--- config.mk ---
export PLATFORM = sky130hd
export DESIGN_NAME = lsu_mem_arbiter
export DESIGN_NICKNAME = d
export VERILOG_FILES = /design/src/rtl/lsu_mem_arbiter.sv
export SDC_FILE = /design/constraint.sdc
export NUM_CORES = 1
export LEC_CHECK = 0
export CAP_MARGIN = 20
export CELL_PAD_IN_SITES_DETAIL_PLACEMENT = 1
export CELL_PAD_IN_SITES_GLOBAL_PLACEMENT = 1
export CORE_UTILIZATION = 33
export DETAILED_ROUTE_END_ITERATION = 8
export PLACE_DENSITY = 0.88
export SLEW_MARGIN = 15
export SYNTH_ARGS = -nofsm -noshare
export SYNTH_HDL_FRONTEND = slang
export SYNTH_SLANG_ARGS = --single-unit
--- constraint.sdc ---
create_clock -name clk_i -period 4.9 [get_ports clk_i]
set_input_delay 0.49 -clock clk_i [delete_from_list [all_inputs] [get_ports clk_i]]
set_output_delay 0.49 -clock clk_i [all_outputs]
set_load 0.02 [all_outputs]
--- src/rtl/lsu_mem_arbiter.sv ---
`default_nettype none
// lsu_mem_arbiter: one-outstanding arbiter of the data-memory bus between the pipeline (port 0)
// and a loader/debug master (port 1). Optional macro ARB_TIMEOUT_EN adds a response watchdog.
module lsu_mem_arbiter #(
   parameter int ADDR_W       = 32,
   parameter int DATA_W       = 32,
   parameter int STARVE_LIMIT = 8,
   parameter int TIMEOUT_CYC  = 255
) (
   input  logic              clk_i,
   input  logic              rst_ni,

   input  logic              p0_req_i,
   input  logic              p0_we_i,
   input  logic [ADDR_W-1:0] p0_addr_i,
   input  logic [DATA_W-1:0] p0_wdata_i,
   output logic              p0_rvalid_o,
   output logic [DATA_W-1:0] p0_rdata_o,
   output logic              stall_o,

   input  logic              p1_req_i,
   input  logic              p1_we_i,
   input  logic [ADDR_W-1:0] p1_addr_i,
   input  logic [DATA_W-1:0] p1_wdata_i,
   output logic              p1_rvalid_o,
   output logic [DATA_W-1:0] p1_rdata_o,

   output logic              mem_req_o,
   output logic              mem_we_o,
   output logic [ADDR_W-1:0] mem_addr_o,
   output logic [DATA_W-1:0] mem_wdata_o,
   input  logic              mem_ready_i,
   input  logic              mem_rvalid_i,
   input  logic [DATA_W-1:0] mem_rdata_i,

   output logic              err_o
);

   typedef enum logic [1:0] {
      IDLE     = 2'd0,
      ISSUE    = 2'd1,
      WAIT_RSP = 2'd2
   } state_t;

   localparam int              SC_W   = $clog2(STARVE_LIMIT + 1);
   localparam logic [SC_W-1:0] SC_MAX = SC_W'(STARVE_LIMIT);

   if (STARVE_LIMIT < 1 || STARVE_LIMIT > 255 || TIMEOUT_CYC < 1) begin : g_param_check
      $error("lsu_mem_arbiter: STARVE_LIMIT or TIMEOUT_CYC out of range");
   end

   state_t            state;
   logic              owner;
   logic [SC_W-1:0]   starve_cnt;
   logic              we_q;
   logic [ADDR_W-1:0] addr_q;
   logic [DATA_W-1:0] wdata_q;

   logic              arb_en;
   logic              pick_p1;
   logic              tmo_fire;
   logic              done;
   logic [DATA_W-1:0] done_data;

   // The rvalid cycle is dead for arbitration: requesters still hold req while they see rvalid.
   assign arb_en  = (p0_req_i | p1_req_i) & ~p0_rvalid_o & ~p1_rvalid_o;
   assign pick_p1 = p1_req_i & (~p0_req_i | (starve_cnt == SC_MAX));
   assign stall_o = rst_ni & p0_req_i & ~p0_rvalid_o;

   assign mem_we_o    = we_q;
   assign mem_addr_o  = addr_q;
   assign mem_wdata_o = wdata_q;

   always_comb begin
      done      = 1'b0;
      done_data = mem_rdata_i;
      case (state)
         ISSUE:    done = mem_ready_i & mem_rvalid_i;
         WAIT_RSP: done = mem_rvalid_i;
         default:  done = 1'b0;
      endcase
      if (tmo_fire) begin
         done      = 1'b1;
         done_data = DATA_W'(32'hDEAD_BEEF);
      end
   end

   always_ff @(posedge clk_i or negedge rst_ni) begin
      if (!rst_ni) begin
         state       <= IDLE;
         owner       <= 1'b0;
         starve_cnt  <= '0;
         we_q        <= 1'b0;
         addr_q      <= '0;
         wdata_q     <= '0;
         mem_req_o   <= 1'b0;
         p0_rvalid_o <= 1'b0;
         p1_rvalid_o <= 1'b0;
         p0_rdata_o  <= '0;
         p1_rdata_o  <= '0;
      end else begin
         p0_rvalid_o <= 1'b0;
         p1_rvalid_o <= 1'b0;
         if (done) begin
            state     <= IDLE;
            mem_req_o <= 1'b0;
            if (owner) begin
               p1_rvalid_o <= 1'b1;
               p1_rdata_o  <= done_data;
            end else begin
               p0_rvalid_o <= 1'b1;
               p0_rdata_o  <= done_data;
            end
         end else begin
            case (state)
               IDLE: begin
                  if (!p1_req_i) starve_cnt <= '0;
                  if (arb_en) begin
                     owner     <= pick_p1;
                     mem_req_o <= 1'b1;
                     state     <= ISSUE;
                     if (pick_p1) begin
                        we_q       <= p1_we_i;
                        addr_q     <= p1_addr_i;
                        wdata_q    <= p1_wdata_i;
                        starve_cnt <= '0;
                     end else begin
                        we_q    <= p0_we_i;
                        addr_q  <= p0_addr_i;
                        wdata_q <= p0_wdata_i;
                        if (p1_req_i && starve_cnt != SC_MAX) starve_cnt <= starve_cnt + 1'b1;
                     end
                  end
               end
               ISSUE: begin
                  if (mem_ready_i) begin
                     state     <= WAIT_RSP;
                     mem_req_o <= 1'b0;
                  end
               end
               default: ;
            endcase
         end
      end
   end

`ifdef ARB_TIMEOUT_EN
   localparam int TC_W = $clog2(TIMEOUT_CYC + 1);

   logic [TC_W-1:0] tmo_cnt;
   logic            tmo_err;

   // Counter restarts on every state entry, so the limit applies per state.
   assign tmo_fire = (tmo_cnt == TC_W'(TIMEOUT_CYC - 1)) &
                     (((state == ISSUE) & ~mem_ready_i) | ((state == WAIT_RSP) & ~mem_rvalid_i));
   assign err_o    = tmo_err;

   always_ff @(posedge clk_i or negedge rst_ni) begin
      if (!rst_ni) begin
         tmo_cnt <= '0;
         tmo_err <= 1'b0;
      end else begin
         if (tmo_fire) tmo_err <= 1'b1;
         if (state == IDLE || (state == ISSUE && mem_ready_i) || tmo_fire) tmo_cnt <= '0;
         else tmo_cnt <= tmo_cnt + 1'b1;
      end
   end
`else
   assign tmo_fire = 1'b0;
   assign err_o    = 1'b0;
`endif

endmodule
`default_nettype wire

======== After elaboration in Yosys (flattened, before gate mapping) ========
Cells that the tools add are included.
storage, ports and cells
  register bits ........................... 139
  input bits .............................. 168
  word-level logic and storage cells ...... 59
cells by class
  $add $sub $neg .......................... 1
  eq/ne operators ......................... 6
  multiplexer cells ....................... 20
  bitwise operators ....................... 13
  reduce and logical (&&, ||, !) cells .... 8
operator list
  kind                                           count
  two-way mux 32 bit                             2
  two-way mux 4 bit                              4
  two-way mux 1 bit                              8
  bitwise AND 1 bit                              6
  two-way mux 2 bit                              3
  != test 3 bit, second input constant           2
  AND reduction 2 bit                            3
  AND reduction 3 bit                            2
  inverter 1 bit                                 5
  adder 4 x 1 -> 4 bit, second input constant    1
  == test 4 bit, second input constant           1
  != test 4 bit, second input constant           1
  case mux 1 bit (2 select lines)                2
  case mux 2 bit (2 select lines)                1
  nonzero test 3 bit                             1
  == test 2 x 1 -> 1 bit, second input constant  1
  == test 2 bit, second input constant           1
  zero test 2 bit                                1
  OR 1 bit                                       2
  logical AND 1 bit                              1

======== Logic depth before layout (Yosys ltp) ========
Gate-level depths: netlist (run 1).
  depth in word-level cells ............... 6
  depth in mapped cells ................... 8

======== Worst setup path before layout (run 1) ========
No wires, ideal clock.
  path type ............................... reg2reg
  from .................................... register state[0]
  to ...................................... register p0_rdata_o[10]
  setup time .............................. 0.125 ns
  data arrival time ....................... 1.844 ns
  data required time ...................... 4.775 ns
  setup slack ............................. 2.931 ns
  cell stages (with the launch flop) ...... 7
  path buffers ............................ 1
  clock period less this slack ............ 1.969 ns
  cell sequence ........................... dfrtp_1 -> inv_1 -> ha_1 -> nand2_1 -> nor3_2 -> buf_4 -> mux2_2
on the way
  word-level cells in the longest chain between the ends .. 3
RTL lines
  item                                                     RTL line  RTL
  start, declared                                          52        state_t state;
  start signal, assigned                                   90        state <= IDLE;
  start signal, assigned                                   105       state <= IDLE;
  start signal, assigned                                   121       state <= ISSUE;
  == test 2 bit or == test 2 x 1 -> 1 bit (tied branches)  77        case (state)
  case mux 1 bit (2 select lines) *                        77
  AND reduction 2 bit (no line) *                          --
  end signal, assigned                                     112       p0_rdata_o <= done_data;
  end, declared                                            18        output logic [DATA_W-1:0] p0_rdata_o,
Mark *: on every way between the ends. The rest lies on a longest branch, timed or not.
A chain may end at the register's enable or synchronous reset.

======== Worst setup path after layout (run 1) ========
  from .................................... input port rst_ni
  to ...................................... output port stall_o
on the way
  word-level cells in the longest chain between the ends .. 2
RTL lines
  item                            RTL line  RTL
  start, declared                 11        input logic rst_ni,
  bitwise AND 1 bit (2 in a row)  68        assign stall_o = rst_ni & p0_req_i & ~p0_rvalid_o;
  end, declared                   19        output logic stall_o,
No other way between the ends.

==> impl_metrics.prom, run 1 <==
# TYPE chip_impl_metric gauge
chip_impl_info{name="outcome",value="completed"} 1
chip_impl_metric{name="final-max-slew-violation-count",unit=""} 0
chip_impl_info{name="rsz0062_at_grt",value="no"} 1
chip_impl_metric{name="final.min_clock_period",unit="ns"} 2.36
chip_impl_metric{name="fraction_of_post_synthesis_cell_area_in_the_top_cell_type_by_area",unit="%"} 56.6
chip_impl_metric{name="number_of_library_cell_types_mapped_by_synthesis",unit=""} 34
chip_impl_info{name="cts_tree",value="built"} 1
chip_impl_metric{name="gr-usage-all-layers",unit="%"} 19.4
chip_impl_metric{name="layout.cell_area.non_filler",unit="um2"} 9830
chip_impl_metric{name="num-nets-final",unit=""} 942
chip_impl_info{name="most_crowded_layer_after_global_routing",value="met2"} 1
chip_impl_metric{name="antenna_left",unit=""} 0
chip_impl_metric{name="antenna_diode_count",unit=""} 0
chip_impl_info{name="synth.top_cells.by_count",value="138 x dfrtp_1, 67 x nand2_1, 66 x mux2i_1, 41 x o21ai_1, 36 x mux2_2"} 1
chip_impl_metric{name="dpl-instance-area",unit="um2"} 9230
chip_impl_metric{name="synth_area_per_cell",unit="um2"} 12.9
chip_impl_metric{name="clkSinkCount",unit=""} 138
chip_impl_metric{name="timing.slew.headroom",unit="%"} 43.2
chip_impl_metric{name="die_x",unit="um"} 138
chip_impl_info{name="yosys.cell_count.top_type",value="dfrtp_1"} 1
chip_impl_metric{name="synthesis.area",unit="um2"} 6100
chip_impl_metric{name="post-dp-hpwl",unit="mm"} 13.6
chip_impl_metric{name="global_route.overflow_total",unit=""} 0
chip_impl_metric{name="cts-root-to-sink-buffers",unit=""} 2
chip_impl_metric{name="post_cts.resized_instances",unit=""} 0
chip_impl_metric{name="instance_count_of_the_mapped_netlist",unit=""} 474
chip_impl_metric{name="port-buffer-count",unit=""} 300
chip_impl_metric{name="synth-seq-cells",unit=""} 138
chip_impl_info{name="critical_path.startpoint",value="rst_ni"} 1
chip_impl_metric{name="finalSetupViolations",unit=""} 0
chip_impl_metric{name="grt_max_degree",unit=""} 132
chip_impl_metric{name="floorplan.initialDensity",unit="%"} 33.9
chip_impl_metric{name="maxClockFrequency",unit="MHz"} 424
chip_impl_metric{name="syn_to_final_growth",unit="%"} 61.1
chip_impl_info{name="setup.worst_path.end_class",value="output pin"} 1
chip_impl_metric{name="post_syn_nets",unit=""} 648
chip_impl_metric{name="antenna_found_initial",unit=""} 0
chip_impl_metric{name="core_region_area",unit="um2"} 18000
chip_impl_metric{name="clk-insertion-delay-late",unit="ns"} 0.42
chip_impl_metric{name="cts_setup_buffers",unit=""} 0
chip_impl_metric{name="post_synthesis_sequential_area_ratio",unit="%"} 56.6
chip_impl_metric{name="synth_enable_flop_cells",unit=""} 0
chip_impl_metric{name="die_height",unit="um"} 138
chip_impl_info{name="netlist.top_cell.by_area",value="dfrtp_1"} 1
chip_impl_metric{name="period_share",unit="%"} 48.1
chip_impl_info{name="cts_root_buf",value="clkbuf_16"} 1
chip_impl_metric{name="grt_pass1_vias",unit=""} 5144
chip_impl_metric{name="global_route.usage.met3",unit="%"} 5.15
chip_impl_metric{name="static-leakage-power",unit="nW"} 4.20
chip_impl_metric{name="drc",unit=""} 0
chip_impl_info{name="synth_top_cells_by_area",value="dfrtp_1 57%, mux2i_1 11%, mux2_4 7.1%"} 1
chip_impl_metric{name="finish.utilization",unit="%"} 54.5
chip_impl_info{name="synthFlopType",value="dfrtp_1"} 1
chip_impl_metric{name="max-cap-violations",unit=""} 0
chip_impl_metric{name="r2r.worst_path.cells",unit=""} 6
chip_impl_metric{name="setup_total_neg_slack",unit="ns"} 0
chip_impl_info{name="worst_setup_path_endpoint",value="stall_o"} 1
chip_impl_metric{name="hold_buffers",unit=""} 0
chip_impl_info{name="regToRegStartpoint",value="state[0]$_DFFE_PN0P_"} 1
chip_impl_metric{name="gr-usage-met2",unit="%"} 35.7
chip_impl_metric{name="floorplan.rows",unit=""} 49
chip_impl_metric{name="clock_slew_at_reported_path_ffs",unit="ns"} 0.06
chip_impl_metric{name="final_layout_size_suffix_gt1_share",unit="%"} 14.3
chip_impl_metric{name="regToRegSetupSlack",unit="ns"} 2.59
chip_impl_metric{name="vias",unit=""} 4761
chip_impl_metric{name="worst_pin_slew",unit="ns"} 0.852
chip_impl_metric{name="cts_made_buffers",unit=""} 17
chip_impl_info{name="setup.worst_path.start_class",value="input pin"} 1
chip_impl_metric{name="gpl.final_weighted_congestion",unit=""} 0.724
chip_impl_metric{name="power.density_cell_area",unit="nW/um2"} 636
chip_impl_metric{name="routedWlPerCell",unit="um"} 18.1
chip_impl_metric{name="finalWirelength",unit="mm"} 18.3
chip_impl_metric{name="arrival",unit="ns"} 1.87
chip_impl_metric{name="grt_first_pass_wirelength",unit="mm"} 27.7
chip_impl_metric{name="drt-pass1-iter-count",unit=""} 4
chip_impl_metric{name="grt_util_met1",unit="%"} 21.3
chip_impl_metric{name="final.setup_skew",unit="ns"} 0.0163
chip_impl_metric{name="htree_num_levels",unit=""} 4
chip_impl_metric{name="async_flop_share",unit="%"} 100
chip_impl_metric{name="io-pin-count",unit=""} 302
chip_impl_metric{name="timing_hold_violations_final",unit=""} 0
chip_impl_info{name="worst-setup-path-type",value="input pin to output pin"} 1
chip_impl_info{name="worst_r2r_endpoint",value="p1_rdata_o[3]$_DFFE_PN0P_"} 1
chip_impl_info{name="hp-class",value="input pin to asynchronous set/reset pin"} 1
chip_impl_metric{name="drt_iter0_markers",unit=""} 139
chip_impl_metric{name="max-vdd-ir-drop",unit="uV"} 319
chip_impl_metric{name="synth.yosys.warnings",unit=""} 0
chip_impl_metric{name="crit_fanout",unit=""} 74
chip_impl_metric{name="timing.critical_path.required",unit="ns"} 4.41
chip_impl_metric{name="route.detailed.vias_per_inst",unit=""} 4.71
chip_impl_metric{name="fp.dieArea",unit="um2"} 19000
-- where the power goes --
group | leakage (nW) | internal (mW) | switching, mW
logic | 2.19 | 1.48 | 1.50
clock network | 0.294 | 0.776 | 0.522
registers | 1.72 | 1.67 | 0.302
total | 4.20 | 3.93 | 2.33
-- metal layers --
metal / routed length [um] / vias up
met5: 0 / -
met4: 347 / 0
met2: 9920 / 166
met3: 1170 / 20
met1: 6850 / 2334
li1: - / 2241
-- cell families after synthesis --
logic type	share of synthesized area, %
flip-flops	56.6
other	0.0615
adder cells (fa/ha/maj)	1.23
multiplexers	24.6
AND/OR/NAND/NOR	6.09
AO/OA/AOI/OAI	7.11
buffers and inverters	4.31
-- stage by stage --
step	hold WS, ns	cells	setup WS, ns	power [mW]
finish	0.0928	1010	2.54	6.25
global route	0.144	1010	2.40	6.62
global placement	0.460	978	2.46	4.87
CTS	0.114	1010	2.48	6.35
floorplan	0.194	474	2.93	3.51
detailed placement	0.472	978	2.43	5.01
-- flip-flops by register name, indices dropped and copies added (netlist names) --
signal	flops
mem_addr_o	32
mem_wdata_o	32
mem_we_o	1
owner	1
p0_rdata_o	32
p0_rvalid_o	1
p1_rdata_o	32
p1_rvalid_o	1
starve_cnt	4
state	2
-- cells in the final DEF, fill, tap and decap left out, types with 2 or more instances in the layout --
cell,count
clkdlybuf4s50_1,299
a21o_1,2
clkinv_2,2
mux2i_1,66
mux2_2,36
inv_6,6
nand3_1,2
ha_1,6
nand2_1,67
buf_4,2
and3_1,2
o21ai_1,41
or2_2,3
clkinv_4,2
a21boi_0,2
nor3b_1,2
a21oi_1,2
dfrtp_1,138
bufinv_16,2
clkbuf_16,17
inv_1,6
a31oi_1,2
mux2_4,29
buf_12,2
o21ai_0,27
-- cell type report --
cell class	count	area, um2
sequential	138	3450
timing repair buffer	304	3060
clock buffer	18	439
tap	229	287
multi-input combinational	301	2410
clock inverter	14	159
fill	1866	8190
inverter	6	22.5
-- critical path: stages --
cell and delay [ns]:
buf_6 0.51, and3b_1 0.26, clkdlybuf4s50_1 0.60
-- worst min path at each step --
stage	slack [ns]	to	from	cells after the start
6_report	0.09	p0_rdata_o[27]$_DFFE_PN0P_	rst_ni	1
4_1_cts	0.11	p0_rdata_o[28]$_DFFE_PN0P_	rst_ni	1
3_5_place_dp	0.47	mem_wdata_o[4]$_DFFE_PN0P_	mem_wdata_o[4]$_DFFE_PN0P_	2
5_1_grt	0.14	p0_rdata_o[28]$_DFFE_PN0P_	rst_ni	1
2_1_floorplan	0.19	mem_addr_o[0]$_DFFE_PN0P_	rst_ni	0
3_3_place_gp	0.46	mem_wdata_o[6]$_DFFE_PN0P_	mem_wdata_o[6]$_DFFE_PN0P_	2
(Power assumes the default switching activity.)
==> run 2, diff against run 1 <==
Settings changed: CORE_UTILIZATION 33 to 31, PLACE_DENSITY 0.88 to 0.83.
Clock period 4.9 ns to 2.2 ns, I/O delays scaled along.
==> impl_metrics.prom, run 2 (same netlist as run 1, synthesis figures left out) <==
# TYPE chip_impl_metric gauge
chip_impl_metric{name="dp.cells",unit=""} 1025
chip_impl_info{name="worst-setup-path-type",value="register to register"} 1
chip_impl_metric{name="grt_pass1_vias",unit=""} 5237
chip_impl_metric{name="clock_slew_at_reported_path_ffs",unit="ns"} 0.06
chip_impl_metric{name="timing.critical_path.required",unit="ns"} 2.50
chip_impl_metric{name="static-leakage-power",unit="nW"} 4.35
chip_impl_metric{name="floorplan.initialDensity",unit="%"} 32.1
chip_impl_metric{name="period_share",unit="%"} 92.0
chip_impl_info{name="path_delay_family",value="flip-flops"} 1
chip_impl_info{name="worst_path_cell_trace",value="inv_1, ha_1, a21oi_2, nor2_4, and2_4, buf_4, mux2_4"} 1
chip_impl_metric{name="drc",unit=""} 0
chip_impl_metric{name="die_height",unit="um"} 142
chip_impl_metric{name="global_route.overflow_total",unit=""} 0
chip_impl_info{name="mostFrequentLayoutCells",value="299 x clkdlybuf4s50_1, 138 x dfrtp_1, 66 x nand2_1, 66 x mux2i_1, 41 x o21ai_1"} 1
chip_impl_info{name="setup.worst_path.start_class",value="register"} 1
chip_impl_metric{name="cts-root-to-sink-buffers",unit=""} 2
chip_impl_metric{name="route.detailed.vias_per_inst",unit=""} 4.53
chip_impl_metric{name="worst-path-buf-inv",unit=""} 2
chip_impl_metric{name="finalSetupViolations",unit=""} 0
chip_impl_metric{name="timing.slew.headroom",unit="%"} 51.1
chip_impl_metric{name="routedWlPerCell",unit="um"} 17.9
chip_impl_metric{name="num-nets-final",unit=""} 969
chip_impl_metric{name="cts_made_buffers",unit=""} 17
chip_impl_metric{name="final-max-slew-violation-count",unit=""} 0
chip_impl_metric{name="io-pin-count",unit=""} 302
chip_impl_metric{name="dpl_worst_slack",unit="ns"} 0.0386
chip_impl_metric{name="drt_iter0_markers",unit=""} 100
chip_impl_info{name="cts_root_buf",value="clkbuf_16"} 1
chip_impl_metric{name="layout.cells.non_filler",unit=""} 1067
chip_impl_metric{name="dpl-instance-area",unit="um2"} 9450
chip_impl_info{name="rsz0062_at_grt",value="no"} 1
chip_impl_metric{name="timing_hold_violations_final",unit=""} 0
chip_impl_metric{name="gpl.final_weighted_congestion",unit=""} 0.772
chip_impl_info{name="critPathSlowestCell",value="dfrtp_1"} 1
chip_impl_metric{name="drt-pass1-iter-count",unit=""} 4
chip_impl_metric{name="htree_num_levels",unit=""} 4
chip_impl_metric{name="clk-insertion-delay-late",unit="ns"} 0.41
chip_impl_metric{name="max-vdd-ir-drop",unit="uV"} 581
chip_impl_info{name="setup.worst_path.end_class",value="register"} 1
chip_impl_metric{name="floorplan.rows",unit=""} 50
chip_impl_metric{name="syn_to_final_growth",unit="%"} 66.4
chip_impl_metric{name="timing.critical_path.slowest_cell_delay",unit="ns"} 0.41
chip_impl_metric{name="maxClockFrequency",unit="MHz"} 494
chip_impl_metric{name="vias",unit=""} 4837
chip_impl_metric{name="antenna_diode_count",unit=""} 0
chip_impl_metric{name="final_layout_size_suffix_gt1_share",unit="%"} 17.1
chip_impl_metric{name="core_region_area",unit="um2"} 19000
chip_impl_metric{name="max-cap-violations",unit=""} 0
chip_impl_metric{name="fp.dieArea",unit="um2"} 20200
chip_impl_metric{name="fin_ws",unit="ns"} 0.176
chip_impl_metric{name="grt_first_pass_wirelength",unit="mm"} 28.8
chip_impl_metric{name="setup_total_neg_slack",unit="ns"} 0
chip_impl_metric{name="post-dp-hpwl",unit="mm"} 14.0
chip_impl_metric{name="layout.cell_area.non_filler",unit="um2"} 10200
chip_impl_metric{name="final.setup_skew",unit="ns"} 0.0136
chip_impl_metric{name="port-buffer-count",unit=""} 300
chip_impl_metric{name="crit_fanout",unit=""} 7
chip_impl_metric{name="antenna_left",unit=""} 0
chip_impl_metric{name="gr-usage-all-layers",unit="%"} 18.8
chip_impl_info{name="cts_tree",value="built"} 1
chip_impl_metric{name="arrival",unit="ns"} 2.32
chip_impl_info{name="hp-class",value="input pin to register"} 1
chip_impl_metric{name="finalWirelength",unit="mm"} 19.1
chip_impl_metric{name="die_x",unit="um"} 142
chip_impl_metric{name="clkSinkCount",unit=""} 138
chip_impl_metric{name="antenna_found_initial",unit=""} 0
chip_impl_info{name="layout_commonest_cell",value="clkdlybuf4s50_1"} 1
chip_impl_metric{name="final.min_clock_period",unit="ns"} 2.02
chip_impl_metric{name="grt_max_degree",unit=""} 139
chip_impl_info{name="outcome",value="completed"} 1
chip_impl_metric{name="worst_pin_slew",unit="ns"} 0.734
chip_impl_metric{name="power.density_cell_area",unit="nW/um2"} 1400
[run 2: area by class of cell]
cell class / instances / area, um2
well taps: 260 / 325
inverters: 6 / 22.5
multi-input cells: 302 / 2430
flip-flops and latches: 138 / 3450
clock inverters: 12 / 139
clock buffers: 19 / 453
repair buffers: 330 / 3330
fillers: 2003 / 8870
[run 2: layer usage]
metal / GRT usage [%] / wire (um)
met5: 0 / 0
met4: 6.23 / 286
met2: 34.3 / 10200
met3: 4.44 / 1040
met1: 21.4 / 7600
[run 2: through the flow]
step                      hold WS (ns)  utilization, %  power (mW)
after floorplan                -0.0756               -        7.82
after global placement           0.406            49.7        11.0
after detailed placement         0.407            49.7        11.3
after CTS                        0.422            52.9        14.3
after global routing             0.442            53.4        15.0
final                            0.436            53.4        14.2
[run 2: where the power goes]
group          internal, mW  total [mW]  switching (mW)
logic                  3.48        6.91            3.43
registers              3.73        4.41           0.681
clock network          1.74        2.87            1.13
[run 2: what timing repair did]
item | in CTS | in global routing
resized for setup | 0 | 2
hold buffers | 1 | 0
setup buffers | 0 | 9
setup endpoints to repair | 0 | 79
hold endpoints to repair | 136 | 0
[run 2: final timing paths]
check / startpoint / endpoint / slack [ns] / depth (start not counted)
min in group asynchronous: rst_ni / p1_rdata_o[29]$_DFFE_PN0P_ / 0.52 / 3
max: state[0]$_DFFE_PN0P_ / p1_rdata_o[30]$_DFFE_PN0P_ / 0.18 / 7
min: p0_addr_i[15] / mem_addr_o[15]$_DFFE_PN0P_ / 0.44 / 3
min reg2reg: mem_wdata_o[2]$_DFFE_PN0P_ / mem_wdata_o[2]$_DFFE_PN0P_ / 0.48 / 2
max in group asynchronous: rst_ni / mem_addr_o[19]$_DFFE_PN0P_ / 1.16 / 3
max reg2reg: state[0]$_DFFE_PN0P_ / p1_rdata_o[30]$_DFFE_PN0P_ / 0.18 / 7
[run 2: worst register-to-register path: stages (launching register included)]
cell and delay, ns:
dfrtp_1 0.41, inv_1 0.12, ha_1 0.23, a21oi_2 0.32, nor2_4 0.11, and2_4 0.22
buf_4 0.19, mux2_4 0.31
==> run 3, diff against run 2 <==
Settings changed: CORE_MARGIN set to 4, SETUP_SLACK_MARGIN set to 0.02.
==> impl_metrics.prom, run 3 (same netlist as run 1, synthesis figures left out) <==
# TYPE chip_impl_metric gauge
chip_impl_info{name="outcome",value="finished, violations left"} 1
chip_impl_info{name="violations",value="hold timing"} 1
chip_impl_metric{name="static-leakage-power",unit="nW"} 4.31
chip_impl_metric{name="post_cts.resized_instances",unit=""} 0
chip_impl_metric{name="timing_hold_violations_final",unit=""} 50
chip_impl_metric{name="crit_fanout",unit=""} 33
chip_impl_metric{name="drt-pass1-iter-count",unit=""} 4
chip_impl_metric{name="maxClockFrequency",unit="MHz"} 490
chip_impl_metric{name="comb_power_share",unit="%"} 47.9
chip_impl_metric{name="clkSinkCount",unit=""} 138
chip_impl_metric{name="max-cap-violations",unit=""} 0
chip_impl_metric{name="final.setup_skew",unit="ns"} 0.00693
chip_impl_metric{name="cts-root-to-sink-buffers",unit=""} 2
chip_impl_metric{name="r2r.worst_path.cells",unit=""} 7
chip_impl_metric{name="antenna_diode_count",unit=""} 0
chip_impl_metric{name="syn_to_final_growth",unit="%"} 65.4
chip_impl_metric{name="grt_pass1_vias",unit=""} 5348
chip_impl_metric{name="drt_iter0_markers",unit=""} 77
chip_impl_info{name="mostFrequentLayoutCells",value="299 x clkdlybuf4s50_1, 138 x dfrtp_1, 67 x nand2_1, 66 x mux2i_1, 41 x o21ai_1"} 1
chip_impl_info{name="worst-setup-path-type",value="register to register"} 1
chip_impl_metric{name="final_layout_size_suffix_gt1_share",unit="%"} 15.8
chip_impl_metric{name="clock_slew_at_reported_path_ffs",unit="ns"} 0.06
chip_impl_info{name="setup.worst_path.start_class",value="register"} 1
chip_impl_metric{name="period_share",unit="%"} 92.7
chip_impl_metric{name="post-dp-hpwl",unit="mm"} 15.1
chip_impl_info{name="worst_r2r_endpoint",value="p1_rdata_o[2]$_DFFE_PN0P_"} 1
chip_impl_metric{name="floorplan.rows",unit=""} 51
chip_impl_info{name="regToRegStartpoint",value="state[0]$_DFFE_PN0P_"} 1
chip_impl_metric{name="vias",unit=""} 4800
chip_impl_metric{name="global_route.overflow_total",unit=""} 0
chip_impl_metric{name="die_x",unit="um"} 148
chip_impl_metric{name="setup_total_neg_slack",unit="ns"} 0
chip_impl_metric{name="overall_power_consumption",unit="mW"} 14.4
chip_impl_metric{name="num-nets-final",unit=""} 956
chip_impl_metric{name="routedWlPerCell",unit="um"} 18.4
chip_impl_metric{name="gr-usage-all-layers",unit="%"} 17.6
chip_impl_info{name="rsz0062_at_grt",value="no"} 1
chip_impl_metric{name="clk-insertion-delay-late",unit="ns"} 0.41
chip_impl_metric{name="part_of_the_total_power_dissipated_in_the_clock_network",unit="%"} 21.6
chip_impl_metric{name="seqCellArea",unit="um2"} 3450
chip_impl_metric{name="max-vdd-ir-drop",unit="uV"} 590
chip_impl_metric{name="intPower",unit="mW"} 9.11
chip_impl_metric{name="worst_pin_slew",unit="ns"} 0.732
chip_impl_metric{name="p_switching",unit="mW"} 5.25
chip_impl_metric{name="io-pin-count",unit=""} 302
chip_impl_metric{name="final-max-slew-violation-count",unit=""} 0
chip_impl_metric{name="port-buffer-count",unit=""} 300
chip_impl_metric{name="cts_made_buffers",unit=""} 17
chip_impl_metric{name="grt_max_degree",unit=""} 139
chip_impl_metric{name="htree_num_levels",unit=""} 4
chip_impl_info{name="worst_path_cell_trace",value="inv_1, ha_1, nand2_1, nor2_2, and2_4, buf_12, mux2_2"} 1
chip_impl_info{name="setup.worst_path.end_class",value="register"} 1
chip_impl_metric{name="regToRegSetupSlack",unit="ns"} 0.16
chip_impl_metric{name="finish.utilization",unit="%"} 52.0
chip_impl_metric{name="fp.dieArea",unit="um2"} 22000
chip_impl_metric{name="drc",unit=""} 0
chip_impl_metric{name="grt_first_pass_wirelength",unit="mm"} 30.0
chip_impl_metric{name="final.min_clock_period",unit="ns"} 2.04
chip_impl_metric{name="multi_input_area",unit="um2"} 2410
chip_impl_info{name="cts_tree",value="built"} 1
chip_impl_metric{name="power.density_cell_area",unit="nW/um2"} 1420
chip_impl_metric{name="route.detailed.vias_per_inst",unit=""} 4.53
chip_impl_metric{name="antenna_left",unit=""} 0
chip_impl_metric{name="fill_cells",unit=""} 2052
chip_impl_metric{name="antenna_found_initial",unit=""} 0
chip_impl_metric{name="die_height",unit="um"} 148
chip_impl_info{name="path_delay_family",value="simple AND/OR/NAND/NOR gates"} 1
chip_impl_metric{name="arrival",unit="ns"} 2.33
chip_impl_metric{name="power.share.switching",unit="%"} 36.5
chip_impl_metric{name="timing.critical_path.slowest_cell_delay",unit="ns"} 0.38
chip_impl_metric{name="timing.critical_path.required",unit="ns"} 2.49
chip_impl_info{name="critPathSlowestCell",value="dfrtp_1"} 1
chip_impl_metric{name="finalSetupViolations",unit=""} 0
chip_impl_metric{name="finalWirelength",unit="mm"} 19.5
chip_impl_metric{name="timing.slew.headroom",unit="%"} 51.2
chip_impl_metric{name="final.hold.worst_slack",unit="ns"} -0.0104
chip_impl_metric{name="core_region_area",unit="um2"} 19400
chip_impl_metric{name="gpl.final_weighted_congestion",unit=""} 0.779
chip_impl_metric{name="floorplan.initialDensity",unit="%"} 31.5
chip_impl_metric{name="power.sequential.fraction",unit="%"} 30.5
chip_impl_info{name="cts_root_buf",value="clkbuf_16"} 1
chip_impl_metric{name="worst-path-buf-inv",unit=""} 2
chip_impl_info{name="hp-class",value="input pin to asynchronous set/reset pin"} 1
chip_impl_info{name="layout_commonest_cell",value="clkdlybuf4s50_1"} 1
## run 3: cell types whose count changed in the layout (fill, tap and decap cells not counted), moves of 2 or more
cell,previous run,this run
inv_8,0,2
bufinv_16,2,4
clkinv_4,4,2
clkbuf_8,2,0
buf_4,21,10
## run 3: cell type report
| cell class | count | area share, % |
|---|---|---|
| clock buffers | 17 | 4.21 |
| flip-flops and latches | 138 | 34.2 |
| multi-input cells | 301 | 23.9 |
| well taps | 265 | 3.28 |
| clock inverters | 15 | 2.11 |
| repair buffers | 318 | 32.1 |
| inverters | 6 | 0.223 |
## run 3: per-layer routing
metal | GRT usage (%) | share of wire [%] | wire (um)
met3 | 5.30 | 6.4 | 1240
met2 | 31.4 | 52 | 10200
met1 | 20.1 | 39 | 7510
met4 | 6.42 | 2.7 | 525
met5 | 0 | 0 | 0
## run 3: how the worst max path moves through the flow
stage,endpoint,cells past startpoint,from
detailed placement,mem_wdata_o[17]$_DFFE_PN0P_,7,state[0]$_DFFE_PN0P_
global placement,mem_wdata_o[23]$_DFFE_PN0P_,5,p1_req_i
floorplan,p0_rdata_o[10]$_DFFE_PN0P_,6,state[0]$_DFFE_PN0P_
CTS,mem_wdata_o[17]$_DFFE_PN0P_,7,state[0]$_DFFE_PN0P_
global route,p1_rdata_o[4]$_DFFE_PN0P_,7,state[0]$_DFFE_PN0P_
finish,p1_rdata_o[2]$_DFFE_PN0P_,7,state[0]$_DFFE_PN0P_
## run 3: stage by stage
step | instance area, um2 | cells | setup slack [ns]
3_3_place_gp | 9430 | 1026 | 0.195
3_5_place_dp | 9430 | 1026 | 0.142
5_1_grt | 10100 | 1060 | 0.0534
6_report | 10100 | 1060 | 0.160
2_1_floorplan | 6100 | 474 | 0.231
4_1_cts | 10100 | 1058 | 0.139
## run 3: power by group through the flow
stage          combinational, mW  sequential (mW)  clock [mW]
2_1_floorplan               2.08             5.73           0
3_3_place_gp                6.71             4.35           0
3_5_place_dp                6.93             4.42           0
4_1_cts                     6.95             4.40        3.19
5_1_grt                     7.34             4.55        3.31
6_report                    6.88             4.38        3.11
## run 3: timing repair
action                                  4_1_cts  5_1_grt
hold endpoints to repair                      0        0
endpoints found under the setup margin        0       22
hold buffers                                  0        0
buffers inserted                              0        2
==> RTL edit 1 (flow settings as in run 3) <==
The parameter `ADDR_W` goes from 32 to 36.
--- a/src/rtl/lsu_mem_arbiter.sv
+++ b/src/rtl/lsu_mem_arbiter.sv
@@ -2,7 +2,7 @@
 // lsu_mem_arbiter: one-outstanding arbiter of the data-memory bus between the pipeline (port 0)
 // and a loader/debug master (port 1). Optional macro ARB_TIMEOUT_EN adds a response watchdog.
 module lsu_mem_arbiter #(
-   parameter int ADDR_W       = 32,
+   parameter int ADDR_W       = 36,
    parameter int DATA_W       = 32,
    parameter int STARVE_LIMIT = 8,
    parameter int TIMEOUT_CYC  = 255
Interface: changed (resized mem_addr_o, p0_addr_i and p1_addr_i); port bits go from 302 to 314. No check against the original RTL was run, so the function may have changed too.
==> RTL edit 1 against run 3 <==
First-iteration DRC count up 64%; total power increased by 3.2%; synthesized cell count increased by 4.4%; setup slack lost 46 ps; clock skew up 1.3 ps; final area is 3.5% higher; wire length up 9.4%; non-clock buffer count rose by 18; synthesized area up 3.9%; cell count up 4.0%; die area up 3.7%; combinational power increased by 5.7%; sequential cell count grew 4; critical endpoint is now p1_rdata_o[19]$_DFFE_PN0P_; highest routed layer is now met5.
==> RTL edit 1: results (changes against run 3) <==
metric;value;unit;change
outcome;complete, no violations;;
crit_fanout;12;;-64%
dr_wl_met3;2310;um;+86%
grt_pass1_vias;5617;;+5.0%
swShare;38.2;%;+1.6 points
synth_cell_types;38;;+12%
top_layer_used;met5;;
synth_commonest_cells;142 x dfrtp_1, 74 x nand2_1, 69 x mux2i_1, 62 x o21ai_0, 35 x mux2_2;;
met2_usage;31.7;%;+0.35 points
synth-seq-area-share;56.0;%;-0.54 points
postCtsHoldBufs;1;;+1
met2WireLength;10600;um;+3.2%
grt_use_met1;20.6;%;+0.57 points
globalRouteMet3Util;8.11;%;+2.8 points
skew;8.20;ps;+1.26 ps
critPathMaxStageDelay;430;ps;+50 ps
power_frac_seq;31.2;%;+0.7 points
synth_adder_area_share;1.18;%;-0.046 points
multi_input_area;2480;um2;+3.0%
grt_pass1_wl;32000;um;+6.5%
portBuffers;312;;+4.0%
drt-wirelength-per-cell;19.4;um;+5.2%
wl_met1;8260;um;+9.9%
nonClkBufAreaFrac;33.0;%;+0.94 points
vias_per_cell;4.60;;+1.5%
syn_avg_cell_area;12.8;um2;-0.51%
clock-sinks;142;;+2.9%
worstPathArrival;2380;ps;+50 ps
yosys-top-cells-area;dfrtp_1 56%, mux2i_1 11%, mux2_4 7.1%;;
antenna_found_initial;1;;+1
vdd_drop_max;0.000780;V;+32%
synth_compound_area_share;7.38;%;+0.27 points
place_congestion;0.763;;-2.0%
grt_max_degree;73;;-47%
syn_nets;677;;+4.5%
fillers;2139;;+4.2%
seqCellArea;3550;um2;+2.9%
dp_cells;1064;;+3.7%
worst_pin_slew;932;ps;+200 ps
initialDrtViolationCount;126;;+64%
routed_wl;21300;um;+9.4%
drive_gt1_share;15.5;%;-0.34 points
place_ws;123;ps;-19.2 ps
p_sw;5.66;mW;+7.9%
syn_to_final_growth;64.8;%;
inverters;7;;+1
clkCellAreaFrac;5.70;%;-0.62 points
[RTL edit 1: cell count changes after synthesis, sizes merged, moves of 2 or more]
cell,change
nand2,+7
a31oi,-2
nand3,+2
clkbuf,+2
dfrtp,+4
o21ai,+6
and3,-2
mux2i,+3
[RTL edit 1: path summary, 6_finish.rpt]
check | from | end | slack (ps) | depth (start not counted)
hold reg to reg | mem_wdata_o[2]$_DFFE_PN0P_ | mem_wdata_o[2]$_DFFE_PN0P_ | 480 | 2
min in group clk_i | p0_addr_i[25] | mem_addr_o[25]$_DFFE_PN0P_ | 430 | 3
setup / recovery | state[0]$_DFFE_PN0P_ | p1_rdata_o[19]$_DFFE_PN0P_ | 110 | 7
max in group asynchronous | rst_ni | mem_addr_o[27]$_DFFE_PN0P_ | 870 | 3
hold / removal | rst_ni | p0_rdata_o[29]$_DFFE_PN0P_ | 180 | 2
setup reg to reg | state[0]$_DFFE_PN0P_ | p1_rdata_o[19]$_DFFE_PN0P_ | 110 | 7
==> RTL edit 2 (settings of run 3) <==
Without the edit above. Encoding of `state_t`: now one-hot (3 bits for 3 states).
--- a/src/rtl/lsu_mem_arbiter.sv
+++ b/src/rtl/lsu_mem_arbiter.sv
@@ -36,10 +36,10 @@
    output logic              err_o
 );
 
-   typedef enum logic [1:0] {
-      IDLE     = 2'd0,
-      ISSUE    = 2'd1,
-      WAIT_RSP = 2'd2
+   typedef enum logic [2:0] {
+      IDLE     = 3'b001,
+      ISSUE    = 3'b010,
+      WAIT_RSP = 3'b100
    } state_t;
 
    localparam int              SC_W   = $clog2(STARVE_LIMIT + 1);
Behaviour: no difference found for any inputs over 4 cycles, from zero or initial values and one cycle with rst_ni low; so few cycles prove little.
==> RTL edit 2 against run 3 <==
Clock power shrank 12%; total power shrank 11%; wire length grew 30%; setup slack gained 65 ps; largest power group unchanged; synthesized area grew 5.9%; critical path depth shrank 5; final area grew 2.9%; sequential cell count grew 1; die area grew 5.6%.
==> RTL edit 2: results (changes against run 3) <==
metric;value;unit;change
outcome;complete, no violations;;
fin_crit_sh;89.8;%;-2.9 points
hold_ws;376;ps;+386 ps
wl_met1;10100;um;+34%
worst_r2r_endpoint;p1_rdata_o[10]$_DFFE_PN0P_;;
muxShareOfSynthArea;13.1;%;-11 points
synth_commonest_cells;138 x dfrtp_1, 130 x a31oi_1, 68 x nand3_1, 66 x o21ai_0, 39 x clkbuf_1;;
synth_compound_area_share;19.1;%;+12 points
crit_fanout;5;;-85%
hpwlAfterDp;17800;um;+18%
p_leak;4.33;nW;+0.36%
grt_pass1_wl;39900;um;+33%
synth_adder_area_share;0.387;%;-0.84 points
syn_avg_cell_area;11.1;um2;-14%
fin_util;51.0;%;-1.0 points
dr_wl_met3;2010;um;+62%
power_frac_seq;34.3;%;+3.8 points
timing.rr.start;state[2]$_DFFE_PN0P_;;
grtUsageTotal;21.5;%;+3.9 points
grt_max_degree;140;;+0.72%
top_layer_used;met5;;
drt-wirelength-per-cell;22.2;um;+20%
pwr.group.clock;2.74;mW;-12%
met2WireLength;13000;um;+27%
worst_r2r_path_depth;4;;-3
synth_cell_types;41;;+21%
skew;11.1;ps;+4.14 ps
met2_usage;38.1;%;+6.7 points
fin_nets;1032;;+7.9%
dp_cells;1112;;+8.4%
globalRouteMet3Util;6.82;%;+1.5 points
p_sw;4.73;mW;-9.9%
cp-endpoint;stall_o;;
synth-seq-area-share;53.8;%;-2.7 points
power.total;12.8;mW;-11%
place_area;9830;um2;+4.2%
drive_gt1_share;11.0;%;-4.9 points
critPathLaunch;p0_rvalid_o$_DFF_PN0_;;
initialDrtViolationCount;206;;+170%
min_path_type;in2reg;;
yosys-top-cells-area;dfrtp_1 53%, a31oi_1 13%, mux2_4 6.7%;;
syn_nets;754;;+16%
-- RTL edit 2: cell types whose count changed in the layout (fill, tap and decap cells not counted), moves of 39 or more --
cell     change
a31oi_1    +128
o21ai_0     +39
nand2_1     -66
o21ai_1     -41
nand3_1     +66
mux2i_1     -64
-- RTL edit 2: worst max-delay path: stages, from the launching register on --
cell             delay (ps)
dfrtp_1                 490
and3b_1                 250
clkdlybuf4s50_1         600
-- RTL edit 2: layout make-up --
| type | instances | share of cell area (%) |
|---|---|---|
| Multi-Input combinational cell | 371 | 25.6 |
| Clock buffer | 17 | 4.09 |
| Tap cell | 270 | 3.25 |
| Inverter | 9 | 0.325 |
| Sequential cell | 139 | 33.5 |
| Timing Repair Buffer | 324 | 32.0 |
| Clock inverter | 15 | 1.22 |
-- RTL edit 2: what timing repair did --
item / CTS / global route
hold endpoints to repair: 99 / 0
setup endpoints to repair: 0 / 0
hold buffers: 1 / 0
